### config.mk
export PLATFORM = sky130hd
export DESIGN_NAME = latch_bank_hold_flat
export DESIGN_NICKNAME = d
export VERILOG_FILES = /design/src/rtl/latch_bank_hold_pkg.sv /design/src/rtl/latch_bank_hold_if.sv /design/src/rtl/latch_bank_lane.sv /design/src/rtl/latch_bank_hold.sv /design/src/flat_wrapper.sv
export SDC_FILE = /design/constraint.sdc
export NUM_CORES = 1
export LEC_CHECK = 0
export BUFFER_PORTS_ARGS = -buffer_cell sky130_fd_sc_hd__buf_4
export CAP_MARGIN = 20
export CELL_PAD_IN_SITES_DETAIL_PLACEMENT = 0
export CELL_PAD_IN_SITES_GLOBAL_PLACEMENT = 2
export CORE_ASPECT_RATIO = 0.75
export CORE_MARGIN = 10
export CORE_UTILIZATION = 27
export DETAILED_ROUTE_END_ITERATION = 10
export PLACE_DENSITY = 0.83
export SYNTH_ARGS = -nofsm -noshare
export SYNTH_HDL_FRONTEND = slang
export SYNTH_HIERARCHICAL = 1
export SYNTH_SLANG_ARGS = --single-unit
### constraint.sdc
create_clock -name clock -period 1.6 [get_ports clock]
set_clock_uncertainty 0.2 [all_clocks]
set_input_delay 0.16 -clock clock [delete_from_list [all_inputs] [get_ports clock]]
set_output_delay 0.16 -clock clock [all_outputs]
set_load 0.01 [all_outputs]
### src/rtl/latch_bank_hold_pkg.sv
// Shared types and helpers for the latch_bank_hold capture bank.
// Holds the lane state encoding, the counter sizing function and the default reset value.
package latch_bank_hold_pkg;

  localparam logic [1:0] ST_EMPTY = 2'd0;
  localparam logic [1:0] ST_HELD  = 2'd1;
  localparam logic [1:0] ST_OPEN  = 2'd2;

  localparam int DEF_RESET_VAL = 0;

  // A zero-length hold still needs a 1-bit counter.
  function automatic int cnt_width(input int hold);
    return (hold < 1) ? 1 : $clog2(hold + 1);
  endfunction

endpackage

### src/rtl/latch_bank_hold_if.sv
// Bus bundle for latch_bank_hold: d/en/freeze/clear in, q/valid/changed/busy out.
// The master drives the requests, and the slave (the bank) drives the lane state.
interface latch_bank_hold_if #(
  parameter int WIDTH    = 8,
  parameter int CHANNELS = 4
);
  logic [CHANNELS*WIDTH-1:0] d;
  logic [CHANNELS-1:0]       en;
  logic                      freeze;
  logic                      clear;
  logic [CHANNELS*WIDTH-1:0] q;
  logic [CHANNELS-1:0]       valid;
  logic [CHANNELS-1:0]       changed;
  logic [CHANNELS-1:0]       busy;

  modport master (
    output d, en, freeze, clear,
    input  q, valid, changed, busy
  );

  modport slave (
    input  d, en, freeze, clear,
    output q, valid, changed, busy
  );
endinterface

### src/rtl/latch_bank_lane.sv
// One capture lane: the data register, the hold counter and the valid/changed/busy flags.
// Ports: clock/reset, d/en/freeze/clear in, q/valid/changed/busy out.
module latch_bank_lane
  import latch_bank_hold_pkg::*;
#(
  parameter int               WIDTH     = 8,
  parameter int               HOLD      = 3,
  parameter logic [WIDTH-1:0] RESET_VAL = WIDTH'(DEF_RESET_VAL)
) (
  input  logic             clock,
  input  logic             reset,
  input  logic [WIDTH-1:0] d,
  input  logic             en,
  input  logic             freeze,
  input  logic             clear,
  output logic [WIDTH-1:0] q,
  output logic             valid,
  output logic             changed,
  output logic             busy
);

  localparam int            CW     = cnt_width(HOLD);
  localparam logic [CW-1:0] HOLD_C = CW'(HOLD);
  localparam logic [CW-1:0] ONE    = CW'(1);
  localparam logic [1:0]    ST_CAP = (HOLD > 0) ? ST_HELD : ST_OPEN;

  logic [CW-1:0] cnt;
  logic [1:0]    st;
  logic          cap;

  assign cap   = en & ~freeze & ~clear & (cnt == '0);
  assign valid = (st != ST_EMPTY);
  assign busy  = (cnt != '0);

  always_ff @(posedge clock or posedge reset) begin
    if (reset) begin
      q       <= RESET_VAL;
      st      <= ST_EMPTY;
      cnt     <= '0;
      changed <= 1'b0;
    end else if (clear) begin
      q       <= RESET_VAL;
      st      <= ST_EMPTY;
      cnt     <= '0;
      changed <= 1'b0;
    end else begin
      changed <= 1'b0;
      if (cnt != '0) cnt <= cnt - ONE;
      if (st == ST_HELD && cnt == ONE) st <= ST_OPEN;
      // cap needs cnt==0, so it never collides with the decrement
      if (cap) begin
        q       <= d;
        cnt     <= HOLD_C;
        st      <= ST_CAP;
        changed <= (st == ST_EMPTY) || (d != q);
      end
    end
  end

endmodule

### src/rtl/latch_bank_hold.sv
// Multi-lane capture register bank with per-lane hold lockout.
// Ports: clock, reset (async, active-high), bus (slave: d/en/freeze/clear in, q/valid/changed/busy out).
module latch_bank_hold
  import latch_bank_hold_pkg::*;
#(
  parameter int               WIDTH     = 8,
  parameter int               CHANNELS  = 4,
  parameter int               HOLD      = 3,
  parameter logic [WIDTH-1:0] RESET_VAL = WIDTH'(DEF_RESET_VAL)
) (
  input logic               clock,
  input logic               reset,
  latch_bank_hold_if.slave  bus
);

  logic [WIDTH-1:0] q_l  [CHANNELS];
  logic             v_l  [CHANNELS];
  logic             c_l  [CHANNELS];
  logic             b_l  [CHANNELS];

  for (genvar i = 0; i < CHANNELS; i++) begin : g_lane
    latch_bank_lane #(
      .WIDTH     (WIDTH),
      .HOLD      (HOLD),
      .RESET_VAL (RESET_VAL)
    ) u_lane (
      .clock   (clock),
      .reset   (reset),
      .d       (bus.d[i*WIDTH +: WIDTH]),
      .en      (bus.en[i]),
      .freeze  (bus.freeze),
      .clear   (bus.clear),
      .q       (q_l[i]),
      .valid   (v_l[i]),
      .changed (c_l[i]),
      .busy    (b_l[i])
    );
  end

  always_comb begin
    bus.q       = '0;
    bus.valid   = '0;
    bus.changed = '0;
    bus.busy    = '0;
    for (int i = 0; i < CHANNELS; i++) begin
      bus.q[i*WIDTH +: WIDTH] = q_l[i];
      bus.valid[i]            = v_l[i];
      bus.changed[i]          = c_l[i];
      bus.busy[i]             = b_l[i];
    end
  end

endmodule

### src/flat_wrapper.sv
// flat-port wrapper written by rule: the top's interface ports become plain ports
module latch_bank_hold_flat import latch_bank_hold_pkg::*;
#(
  parameter int               WIDTH     = 8,
  parameter int               CHANNELS  = 4,
  parameter int               HOLD      = 3,
  parameter logic [WIDTH-1:0] RESET_VAL = WIDTH'(DEF_RESET_VAL)
)
  (clock, reset, bus_d, bus_en, bus_freeze, bus_clear, bus_q, bus_valid, bus_changed, bus_busy);
  latch_bank_hold_if #(.WIDTH(WIDTH), .CHANNELS(CHANNELS)) bus_i ();
  input logic clock;
  input logic reset;
  input wire logic [$bits(bus_i.d)-1:0] bus_d;
  input wire logic [$bits(bus_i.en)-1:0] bus_en;
  input wire logic [$bits(bus_i.freeze)-1:0] bus_freeze;
  input wire logic [$bits(bus_i.clear)-1:0] bus_clear;
  output wire logic [$bits(bus_i.q)-1:0] bus_q;
  output wire logic [$bits(bus_i.valid)-1:0] bus_valid;
  output wire logic [$bits(bus_i.changed)-1:0] bus_changed;
  output wire logic [$bits(bus_i.busy)-1:0] bus_busy;
  assign bus_i.d = bus_d;
  assign bus_i.en = bus_en;
  assign bus_i.freeze = bus_freeze;
  assign bus_i.clear = bus_clear;
  assign bus_q = bus_i.q;
  assign bus_valid = bus_i.valid;
  assign bus_changed = bus_i.changed;
  assign bus_busy = bus_i.busy;
  latch_bank_hold #(.WIDTH(WIDTH), .CHANNELS(CHANNELS), .HOLD(HOLD), .RESET_VAL(RESET_VAL)) u_core (.clock(clock), .reset(reset), .bus(bus_i));
endmodule
**After elaboration in Yosys (flattened, before gate mapping)**

Cells that the tools add are included.

- Input port bits: 40
- Flip-flop bits (word level): 52
- Output and inout bits: 44
- Logic and storage cells: 122

- Reduce and logical (&&, ||, !) cells: 36
- Add/subtract/negate cells: 4
- Multiplexer cells: 40
- Eq/ne operators: 12
- Bitwise gates (word level): 14

Operators with widths:

| kind | number |
|---|---|
| $mux W8 | 8 |
| $mux W2 | 24 |
| $ne A8 B8 Y1 | 4 |
| $reduce_bool A2 Y1 | 12 |
| $reduce_bool A3 Y1 | 8 |
| $eq A2 B1 Y1 const B | 8 |
| $logic_not A2 Y1 | 8 |
| $and A1 B1 Y1 | 12 |
| $mux W1 | 8 |
| $sub A2 B1 Y2 const B | 4 |
| $logic_and A1 B1 Y1 | 4 |
| $logic_or A1 B1 Y1 | 4 |
| $not A1 Y1 | 2 |

**Longest topological paths before layout**

Gate-level depths: netlist of run 1.

- Word-level depth: 6
- Gate-level depth with buffers: 7
- Gate-level depth less buffers: 5

**Cells and area by module**

Netlist of run 1, hierarchy kept.

Modules (own cells, without submodules):

| module | cells an instance | times used | area each (um2) | sequential area each (um2) |
|---|---|---|---|---|
| latch_bank_lane at u_core.g_lane[1].u_lane ... | 69 | 3 | 666.9 | 325.3 |
| latch_bank_lane at u_core.g_lane[0].u_lane | 70 | 1 | 678.2 | 325.3 |

**Worst setup path after synthesis of run 1**

No wires, ideal clock.

- Path kind: reg-to-reg
- Start: reg u_core.g_lane[0].u_lane.cnt[0]
- End: reg u_core.g_lane[0].u_lane.q[0]
- Library setup time: 126 ps
- Path slack: 57 ps
- Cell stages (with the launch flop): 8
- Arrival: 1217 ps
- Period minus slack after synthesis: 1543 ps
- Required time: 1274 ps
- Path buffers: 2
- Cell sequence: dfrtp_1 inv_1 ha_1 and4bb_1 buf_6 buf_8 nand2_1 o21ai_0

- Cells in the longest elaborated chain, start to end: 3

RTL lines:

| what | RTL line | RTL |
|---|---|---|
| from (decl) | latch_bank_lane.sv:27 | `logic [CW-1:0] cnt;` |
| from (signal assigned) | latch_bank_lane.sv:48 | `if (cnt != '0) cnt <= cnt - ONE;` |
| $logic_not A2 Y1 | latch_bank_lane.sv:31 | `assign cap = en & ~freeze & ~clear & (cnt == '0);` |
| $and A1 B1 Y1 | latch_bank_lane.sv:31 |  |
| $reduce_bool A2 Y1 (no line) | - |  |
| to (signal assigned) | latch_bank_lane.sv:37 | `q <= RESET_VAL;` |
| to (signal assigned) | latch_bank_lane.sv:42 | `q <= RESET_VAL;` |
| to (signal assigned) | latch_bank_lane.sv:52 | `q <= d;` |
| to (decl) | latch_bank_lane.sv:16 | `output logic [WIDTH-1:0] q,` |

Every way passes these cells.
A chain may end at the register's enable or synchronous reset.

**Final worst setup path of run 1**

- Start: reg u_core.g_lane[3].u_lane.cnt[1]
- End: out bus_busy[3]

- Cells in the longest elaborated chain, start to end: 1

RTL lines:

| what | RTL line | RTL |
|---|---|---|
| from (decl) | latch_bank_lane.sv:27 |  |
| from (signal assigned) | latch_bank_lane.sv:48 |  |
| $reduce_bool A2 Y1 | latch_bank_lane.sv:33 | `assign busy = (cnt != '0);` |
| to (decl) | flat_wrapper.sv:20 | `output wire logic [$bits(bus_i.busy)-1:0] bus_busy;` |

Every way passes these cells.

==> results.json, run 1 <==
{
  "path_delay_family": "flip-flops",
  "path_cells": "inv_1 > ha_4 > inv_2 > buf_4",
  "drc": 0,
  "synth_fp_nets": 325,
  "pwr_density_cell_nw_per_um2": 1130,
  "die_w_um": 135,
  "drt_iter0_markers": 177,
  "core_area_um2": 9660,
  "antenna_found_initial": 0,
  "die_h_um": 106,
  "ys.flop_type": "dfrtp_1",
  "min_period_over_period_pct": 96.1,
  "nets": 453,
  "outcome": "complete, no violations",
  "rsz0062_at_grt": "false",
  "most-common-layout-cells": "buf_4 (90), nand2_1 (68), dfrtp_1 (52)",
  "wl_um": 7700,
  "syn_avg_cell_area_um2": 9.67,
  "slowest_delay_ps": 380,
  "synth_enable_flop_cells": 0,
  "h-tree-depth": 2,
  "viasPerCell": 4.47,
  "wire_per_inst_um": 14.4,
  "async_flop_share_pct": 100,
  "met2_usage_pct": 15.9,
  "dr.pass1.iters": 4,
  "clk_pin_slew_ps": 70,
  "cts_buffers": 5,
  "postSynthRegisterBits": 52,
  "hold_class": "input port to flip-flop",
  "worstPathRequired_ps": 1240,
  "grtUsageTotal_pct": 10.5,
  "use_met3_pct": 3.53,
  "drtAntennaViolNets": 0,
  "routed-via-count": 2391,
  "cp-startpoint": "u_core/g_lane[3].u_lane/cnt[1]",
  "r2r-start": "u_core/g_lane[1].u_lane/cnt[1]",
  "initial_utilization_pct": 27.7,
  "slew_headroom_pct": 63.9,
  "io_pins": 84,
  "clockBufferDepth": 2,
  "worstMarginPinSlew_ps": 542,
  "drv_slew": 0,
  "synth_top_area_share_pct": 48.6,
  "final_util_pct": 41.7,
  "synth-seq-area-share_pct": 48.6,
  "cts_tree": "built",
  "worstHoldStart": "bus_clear",
  "syn_area_um2": 2680,
  "grt.busiest_layer": "met2",
  "layout-drive-gt1-share_pct": 31.3,
  "dp_hpwl_um": 5240,
  "io_buffer_count": 83,
  "path_max_fanout": 5,
  "fmax_ghz": 0.650,
  "cp-start-kind": "flip-flop",
  "worst_ep_arrival_time_ps": 1180,
  "ys_types": 26,
  "grt_first_pass_wirelength_um": 12400,
  "fin_crit_ps": 1540,
  "clkLatencyLatePin_ps": 290,
  "ys_top_cells_by_area": "dfrtp_1 (49%), xnor2_1 (10%), nand2_1 (9.5%)",
  "cp_slowest_cell": "dfrtp_1",
  "die_area_um2": 14300,
  "root_buffer": "clkbuf_16",
  "grt_pass1_vias": 2388,
  "critPathCaptureType": "primary output",
  "finalSetupViolations": 0,
  "synth_cells": 277,
  "met1_usage_pct": 13.8,
  "critPathBufInv": 3,
  "maxCapViolCount": 0,
  "gp_congestion": 0.739,
  "fillCellCount": 955,
  "syn2layout_area_growth_pct": 50.5,
  "final-hold-violation-count": 0,
  "n_antenna_cell": 0,
  "cts.sinks": 52,
  "power_leakage_nw": 1.80,
  "yosysTopAreaCell": "dfrtp_1",
  "irDropWorstVdd_uv": 469,
  "gr-total-overflow": 0,
  "setup.worst_path.class": "flip-flop to primary output",
  "grt_start_max_net_pins": 24,
  "layout_commonest_cell": "buf_4",
  "yosys_warnings": 6,
  "hold_ws_ps": 18.6,
  "rows": 31
}
-- per-layer routing --
layer / wire length (um) / part of all wire (%) / vias up
met5: 0 / 0 / -
met4: 88 / 1.1 / 0
met3: 390 / 5.1 / 6
met2: 3500 / 45 / 55
met1: 3730 / 48 / 1141
li1: - / - / 1189
-- cell type report --
class	instances	area (um2)	area share [%]
sequential	52	1300	32.3
tap	132	165	4.10
inverter	20	75.1	1.86
multi-input combinational	202	1350	33.4
timing repair buffer	124	1020	25.2
clock buffer	5	125	3.10
-- timing repair --
item	CTS	global route
gates cloned	2	3
hold buffers	33	0
resized for setup	4	16
setup buffers	0	0
endpoints found under the setup margin	4	22
hold endpoints to repair	84	0
pin swaps	3	2
-- synthesized netlist by cell type (all sizes together), types with 5 or more instances --
master,number
nor3,10
inv,16
ha,8
nand3,5
o21ai,35
a21oi,5
nand2b,5
xnor2,32
buf,8
nand2,68
dfrtp,52
-- kinds of logic (layout without fill, tap and decap cells) --
| kind of cell | count (synthesis) | after routing | synth area share, % |
|---|---|---|---|
| and+or+nand+nor | 100 | 105 | 18.4 |
| buffers and inverters | 28 | 149 | 5.88 |
| adders and majority gates | 8 | 8 | 3.74 |
| DFF | 52 | 52 | 48.6 |
| AOI/OAI and AO/OA | 57 | 57 | 12.9 |
| xor gates and xnor gates | 32 | 32 | 10.5 |
-- worst paths after layout --
kind / slack (ps) / cells past startpoint / to
hold / removal: 20 / 2 / u_core/g_lane[0].u_lane/cnt[0]
min in group asynchronous: 300 / 3 / u_core/g_lane[1].u_lane/st[0]
setup / recovery: 60 / 4 / bus_busy[3]
max in group asynchronous: 540 / 3 / u_core/g_lane[0].u_lane/st[0]
hold reg to reg: 340 / 1 / u_core/g_lane[1].u_lane/cnt[1]
setup reg to reg: 80 / 5 / u_core/g_lane[1].u_lane/cnt[1]
-- per-stage QoR --
stage	cell area [um2]	power [mW]	setup WS (ps)	setup TNS [ps]	cells
after global routing	4030	4.92	11.2	0	535
final	4030	4.56	61.6	0	535
after detailed placement	3440	3.29	-9.15	-9.15	492
after floorplan	2680	2.61	57.0	0	277
after CTS	3930	4.43	2.16	0	532
after global placement	3440	3.25	54.0	0	492
-- sequential cells by signal, indices dropped and copies added, names as in the netlist --
name / flops
u_core/g_lane.u_lane/q: 32
u_core/g_lane.u_lane/cnt: 8
u_core/g_lane.u_lane/st: 8
u_core/g_lane.u_lane/changed: 4
-- report_power, final --
part	internal (mW)	leakage [nW]	switching, mW
Clock	0.554	0.0616	0.449
Sequential	1.53	0.706	0.156
Combinational	0.978	1.04	0.897
Total	3.06	1.80	1.50
(Power assumes the default switching activity.)
==> run 2, diff against run 1 <==
==> constraint.sdc (replaced) <==
create_clock -name clock -period 1.6 [get_ports clock]
set_clock_uncertainty 0.2 [all_clocks]
set_input_delay 0.08 -clock clock [delete_from_list [all_inputs] [get_ports clock]]
set_output_delay 0.08 -clock clock [all_outputs]
set_load 0.01 [all_outputs]
==> results.json, run 2 (synthesized netlist as in run 1, its figures left out) <==
{
  "final_util_pct": 41.6,
  "finalNonFillerCells": 539,
  "top_register": "u_core/g_lane.u_lane/q",
  "r2r-start": "u_core/g_lane[2].u_lane/cnt[1]",
  "worstMarginPinSlew_ps": 531,
  "cts.sinks": 52,
  "use_met3_pct": 3.43,
  "clkLatencyLatePin_ps": 290,
  "io_pins": 84,
  "outcome": "complete, no violations",
  "maxCapViolCount": 0,
  "drv_slew": 0,
  "fin_crit_ps": 1580,
  "cts_tree": "built",
  "clockBufferDepth": 2,
  "grt_pass1_vias": 2446,
  "rsz0062_at_grt": "true",
  "endpoint": "u_core/g_lane[2].u_lane/cnt[1]",
  "die_w_um": 135,
  "worst_ep_arrival_time_ps": 1560,
  "grt_first_pass_wirelength_um": 12600,
  "slowest_delay_ps": 350,
  "cts_buffers": 5,
  "min_period_over_period_pct": 98.9,
  "routed-via-count": 2365,
  "layout-drive-gt1-share_pct": 30.0,
  "dr.pass1.iters": 4,
  "critPathCaptureType": "flip-flop",
  "syn2layout_area_growth_pct": 49.8,
  "met1_usage_pct": 14.0,
  "hold_class": "input port to flip-flop",
  "dp.cells": 492,
  "n_antenna_cell": 0,
  "wl_um": 7690,
  "gp_congestion": 0.739,
  "dp_hpwl_um": 5240,
  "reg2reg_depth": 4,
  "grt.busiest_layer": "met2",
  "antenna_found_initial": 0,
  "initial_utilization_pct": 27.7,
  "gr-total-overflow": 0,
  "met2_usage_pct": 16.5,
  "drtAntennaViolNets": 0,
  "final-hold-violation-count": 0,
  "clk_pin_slew_ps": 70,
  "reg_top3": "u_core/g_lane.u_lane/q x32, u_core/g_lane.u_lane/cnt x8, u_core/g_lane.u_lane/st x8",
  "grtUsageTotal_pct": 10.7,
  "setup.worst_path.class": "flip-flop to flip-flop",
  "grt_start_max_net_pins": 21,
  "most-common-layout-cells": "buf_4 (92), nand2_1 (68), dfrtp_1 (52)",
  "largest_reg_flops": 32,
  "io_buffer_count": 83,
  "power_leakage_nw": 1.82,
  "worstPathRequired_ps": 1570,
  "die_area_um2": 14300,
  "cp-startpoint": "u_core/g_lane[2].u_lane/cnt[1]",
  "finalSetupViolations": 0,
  "rows": 31,
  "pwr_density_cell_nw_per_um2": 1100,
  "irDropWorstVdd_uv": 454,
  "wire_per_inst_um": 14.3,
  "viasPerCell": 4.39,
  "nets": 457,
  "core_area_um2": 9660,
  "hold_ws_ps": 67.6,
  "path_max_fanout": 11,
  "h-tree-depth": 2,
  "drt_iter0_markers": 190,
  "drc": 0,
  "cp-start-kind": "flip-flop",
  "slew_headroom_pct": 64.5,
  "reg2reg_slack_ps": 20,
  "layout_commonest_cell": "buf_4",
  "reg2reg_to": "u_core/g_lane[2].u_lane/cnt[1]",
  "path_cells": "inv_1 > ha_1 > and4bb_2 > o311a_1",
  "die_h_um": 106,
  "fmax_ghz": 0.632,
  "cp_slowest_cell": "dfrtp_1",
  "root_buffer": "clkbuf_16"
}
-- run 2: cell types whose count changed in the layout (fill, tap and decap cells not counted) --
| cell | change |
|---|---|
| ha_1 | +2 |
| inv_1 | +4 |
| ha_4 | -4 |
| ha_2 | +2 |
| o21ai_0 | +1 |
| dlygate4sd3_1 | +2 |
| inv_2 | -4 |
| and4bb_2 | +2 |
| and4bb_4 | -2 |
| buf_4 | +2 |
| o21ai_1 | -1 |
-- run 2: how the worst min path moves through the flow --
stage                          start                         endpoint  slack (ps)  cells after the start
after floorplan                reset  u_core/g_lane[0].u_lane/changed        -240                      1
after global placement         reset   u_core/g_lane[2].u_lane/cnt[0]         -20                      2
after detailed placement       reset   u_core/g_lane[2].u_lane/cnt[0]         -10                      2
after CTS                 bus_freeze   u_core/g_lane[0].u_lane/cnt[1]          70                      3
after global routing      bus_freeze   u_core/g_lane[0].u_lane/cnt[1]         110                      3
final                     bus_freeze   u_core/g_lane[0].u_lane/cnt[1]          70                      3
-- run 2: report_power, final --
part	switching, mW	internal [mW]
clock network	0.452	0.555
registers	0.152	1.53
logic	0.840	0.889
total	1.44	2.97
-- run 2: metrics by stage --
stage / instance area, um2 / power [mW] / setup slack, ps / setup TNS, ps
floorplan: 2680 / 2.61 / 57.0 / 0
global placement: 3440 / 3.25 / 54.0 / 0
detailed placement: 3440 / 3.29 / -9.15 / -9.15
CTS: 3960 / 4.44 / 16.9 / 0
global route: 4010 / 4.77 / -32.7 / -86.6
finish: 4010 / 4.41 / 17.3 / 0
-- run 2: metal layers --
layer,wire (um),share of wire (%)
met4,88,1.1
met5,0,0
met1,3690,48
met3,424,5.5
met2,3480,45
-- run 2: repair_timing --
action / in CTS / in global routing
setup endpoints to repair: 3 / 27
hold buffers: 35 / 0
pin swaps: 3 / 5
endpoints found under the hold margin: 97 / 0
buffers inserted: 0 / 2
gates resized for setup: 0 / 7
gates cloned: 3 / 2
-- run 2: critical path, delay by kind of cell, from the launching register on --
kind / cells / cell delay, ps
flip-flops: 1 / 350
AND/OR/NAND/NOR: 1 / 330
AO/OA/AOI/OAI: 1 / 310
adder cells (fa/ha/maj): 1 / 220
buffers and inverters: 1 / 60
-- run 2: cell type report --
type	count	area [um2]
Timing Repair Buffer	128	1050
Multi-Input combinational cell	202	1290
Clock buffer	5	125
Inverter	20	75.1
Fill cell	951	5640
Tap cell	132	165
Sequential cell	52	1300
==> run 3, diff against run 2 <==
Settings changed: GPL_TIMING_DRIVEN from default to 0.
==> results.json, run 3 (synthesized netlist as in run 1, its figures left out) <==
{
  "outcome": "finished with violations",
  "violations": "negative setup slack",
  "fin_crit_ps": 1610,
  "hold_ws_ps": 38.5,
  "io_buffer_count": 83,
  "routed.top_layer": "met4",
  "critPathBufInv": 2,
  "n_antenna_cell": 0,
  "nets": 461,
  "dr.pass1.iters": 4,
  "internal_power_mw": 3.13,
  "final-hold-violation-count": 0,
  "top_register": "u_core/g_lane.u_lane/q",
  "dp_slack_ps": -99.2,
  "slowest_delay_ps": 400,
  "slew_headroom_pct": 64.1,
  "grt_pass1_vias": 2427,
  "grtUsageTotal_pct": 10.4,
  "p_clk_share_pct": 23.9,
  "most-common-layout-cells": "buf_4 (90), nand2_1 (68), dfrtp_1 (52)",
  "viasPerCell": 4.32,
  "power.total_mw": 4.62,
  "r2r-start": "u_core/g_lane[3].u_lane/cnt[0]",
  "grt_first_pass_wirelength_um": 12400,
  "gr-total-overflow": 0,
  "drv_slew": 0,
  "pwr_density_cell_nw_per_um2": 1120,
  "wl_met3_um": 425,
  "drt_iter0_markers": 125,
  "finalNonFillerCells": 546,
  "path_max_fanout": 6,
  "cp-start-kind": "flip-flop",
  "irDropWorstVdd_uv": 452,
  "wl_met1_um": 3700,
  "critPathCaptureType": "flip-flop",
  "die_h_um": 106,
  "holdPathEnd": "u_core/g_lane[0].u_lane/cnt[1]",
  "power.switching_mw": 1.50,
  "rsz0062_at_grt": "true",
  "routed-via-count": 2359,
  "clkLatencyLatePin_ps": 280,
  "fmax_ghz": 0.622,
  "cts.sinks": 52,
  "drc": 0,
  "reg2reg_to": "u_core/g_lane[3].u_lane/cnt[0]",
  "die_w_um": 135,
  "dp_hpwl_um": 5450,
  "grt_start_max_net_pins": 18,
  "worstMarginPinSlew_ps": 538,
  "layout_commonest_cell": "buf_4",
  "rows": 31,
  "hold_class": "input port to flip-flop",
  "min_period_over_period_pct": 100,
  "syn2layout_area_growth_pct": 54.6,
  "core_area_um2": 9660,
  "h-tree-depth": 2,
  "reg2reg_depth": 6,
  "path_cells": "inv_1 > ha_2 > and4bb_4 > buf_8 > nor3_2 > nor3_1",
  "path_delay_family": "simple AND/OR/NAND/NOR gates",
  "fin_tns_setup_ps": -7.64,
  "initial_utilization_pct": 27.7,
  "wire_per_inst_um": 14.3,
  "wl_met2_um": 3630,
  "worstHoldStart": "bus_freeze",
  "gp_congestion": 0.738,
  "hold_depth": 3,
  "finalSetupViolations": 1,
  "power.share.switching_pct": 32.3,
  "layout-drive-gt1-share_pct": 31.6,
  "cts_tree": "built",
  "setup.worst_path.class": "flip-flop to flip-flop",
  "wl_um": 7810,
  "worst_ep_arrival_time_ps": 1610,
  "p_comb_share_pct": 39.5,
  "dp.cells": 492,
  "reg2reg_slack_ps": -8,
  "fillCellCount": 945,
  "drtAntennaViolNets": 0,
  "setup_slack_ps": -7.64,
  "io_pins": 84,
  "root_buffer": "clkbuf_16",
  "antenna_found_initial": 0,
  "cts_buffers": 5,
  "clk_pin_slew_ps": 70,
  "cp_slowest_cell": "dfrtp_1",
  "clockBufferDepth": 2,
  "reg_top3": "u_core/g_lane.u_lane/q x32, u_core/g_lane.u_lane/cnt x8, u_core/g_lane.u_lane/st x8",
  "seq_power_share_pct": 36.7,
  "die_area_um2": 14300,
  "power_leakage_nw": 1.88,
  "worstPathRequired_ps": 1600,
  "maxCapViolCount": 0,
  "largest_reg_flops": 32
}
[run 3: cell types whose count changed in the layout (fill, tap and decap cells not counted), moves of 4 or more]
cell / delta
and4bb_2: -4
buf_8: +5
buf_6: +4
o21ai_1: +4
o21ai_0: -4
[run 3: stage by stage]
stage	util [%]	area (um2)
floorplan	-	2680
global placement	35.9	3470
detailed placement	35.9	3470
CTS	41.3	3990
global route	42.9	4140
finish	42.9	4140
[run 3: worst max path at each step]
| stage | startpoint | end | cells past startpoint | slack, ps |
|---|---|---|---|---|
| after CTS | u_core/g_lane[2].u_lane/cnt[0] | u_core/g_lane[2].u_lane/cnt[0] | 6 | 10 |
| after floorplan | u_core/g_lane[0].u_lane/cnt[0] | u_core/g_lane[0].u_lane/q[0] | 7 | 60 |
| after global routing | u_core/g_lane[3].u_lane/cnt[0] | u_core/g_lane[3].u_lane/q[4] | 6 | -30 |
| after detailed placement | u_core/g_lane[0].u_lane/cnt[0] | u_core/g_lane[0].u_lane/q[5] | 7 | -100 |
| final | u_core/g_lane[3].u_lane/cnt[0] | u_core/g_lane[3].u_lane/cnt[0] | 6 | -8 |
| after global placement | u_core/g_lane[0].u_lane/cnt[0] | u_core/g_lane[0].u_lane/q[2] | 7 | -70 |
[run 3: power by group through the flow]
stage / Sequential [mW] / Combinational [mW] / Clock (mW)
detailed placement: 1.73 / 1.53 / 0
finish: 1.70 / 1.83 / 1.10
floorplan: 1.75 / 0.864 / 0
CTS: 1.70 / 1.68 / 1.12
global route: 1.72 / 2.04 / 1.20
global placement: 1.73 / 1.49 / 0
[run 3: layer usage]
metal  GRT usage, %  vias to the layer above
met5              0                        -
met4           2.53                        0
met3           3.01                        4
met2           16.4                       56
met1           13.9                     1105
li1               -                     1194
[run 3: worst reg2reg max path, stage by stage (launching register included)]
cell,delay [ps]
dfrtp_1,400
inv_1,90
ha_2,200
and4bb_4,310
buf_8,130
nor3_2,30
nor3_1,160
[run 3: layout make-up]
class / instances / area [um2] / share of cell area, %
timing repair buffer: 129 / 1100 / 26.5
clock buffer: 8 / 146 / 3.53
sequential: 52 / 1300 / 31.4
buffer: 8 / 109 / 2.63
tap: 132 / 165 / 3.99
multi-input combinational: 197 / 1240 / 30.0
inverter: 20 / 78.8 / 1.90
[run 3: timing repair]
| action | CTS | global route |
|---|---|---|
| setup endpoints to repair | 13 | 38 |
| endpoints found under the hold margin | 97 | 0 |
| resized for setup | 2 | 20 |
| cloned | 0 | 2 |
| pin swaps | 0 | 7 |
| buffers inserted | 2 | 7 |
| hold buffers | 35 | 0 |
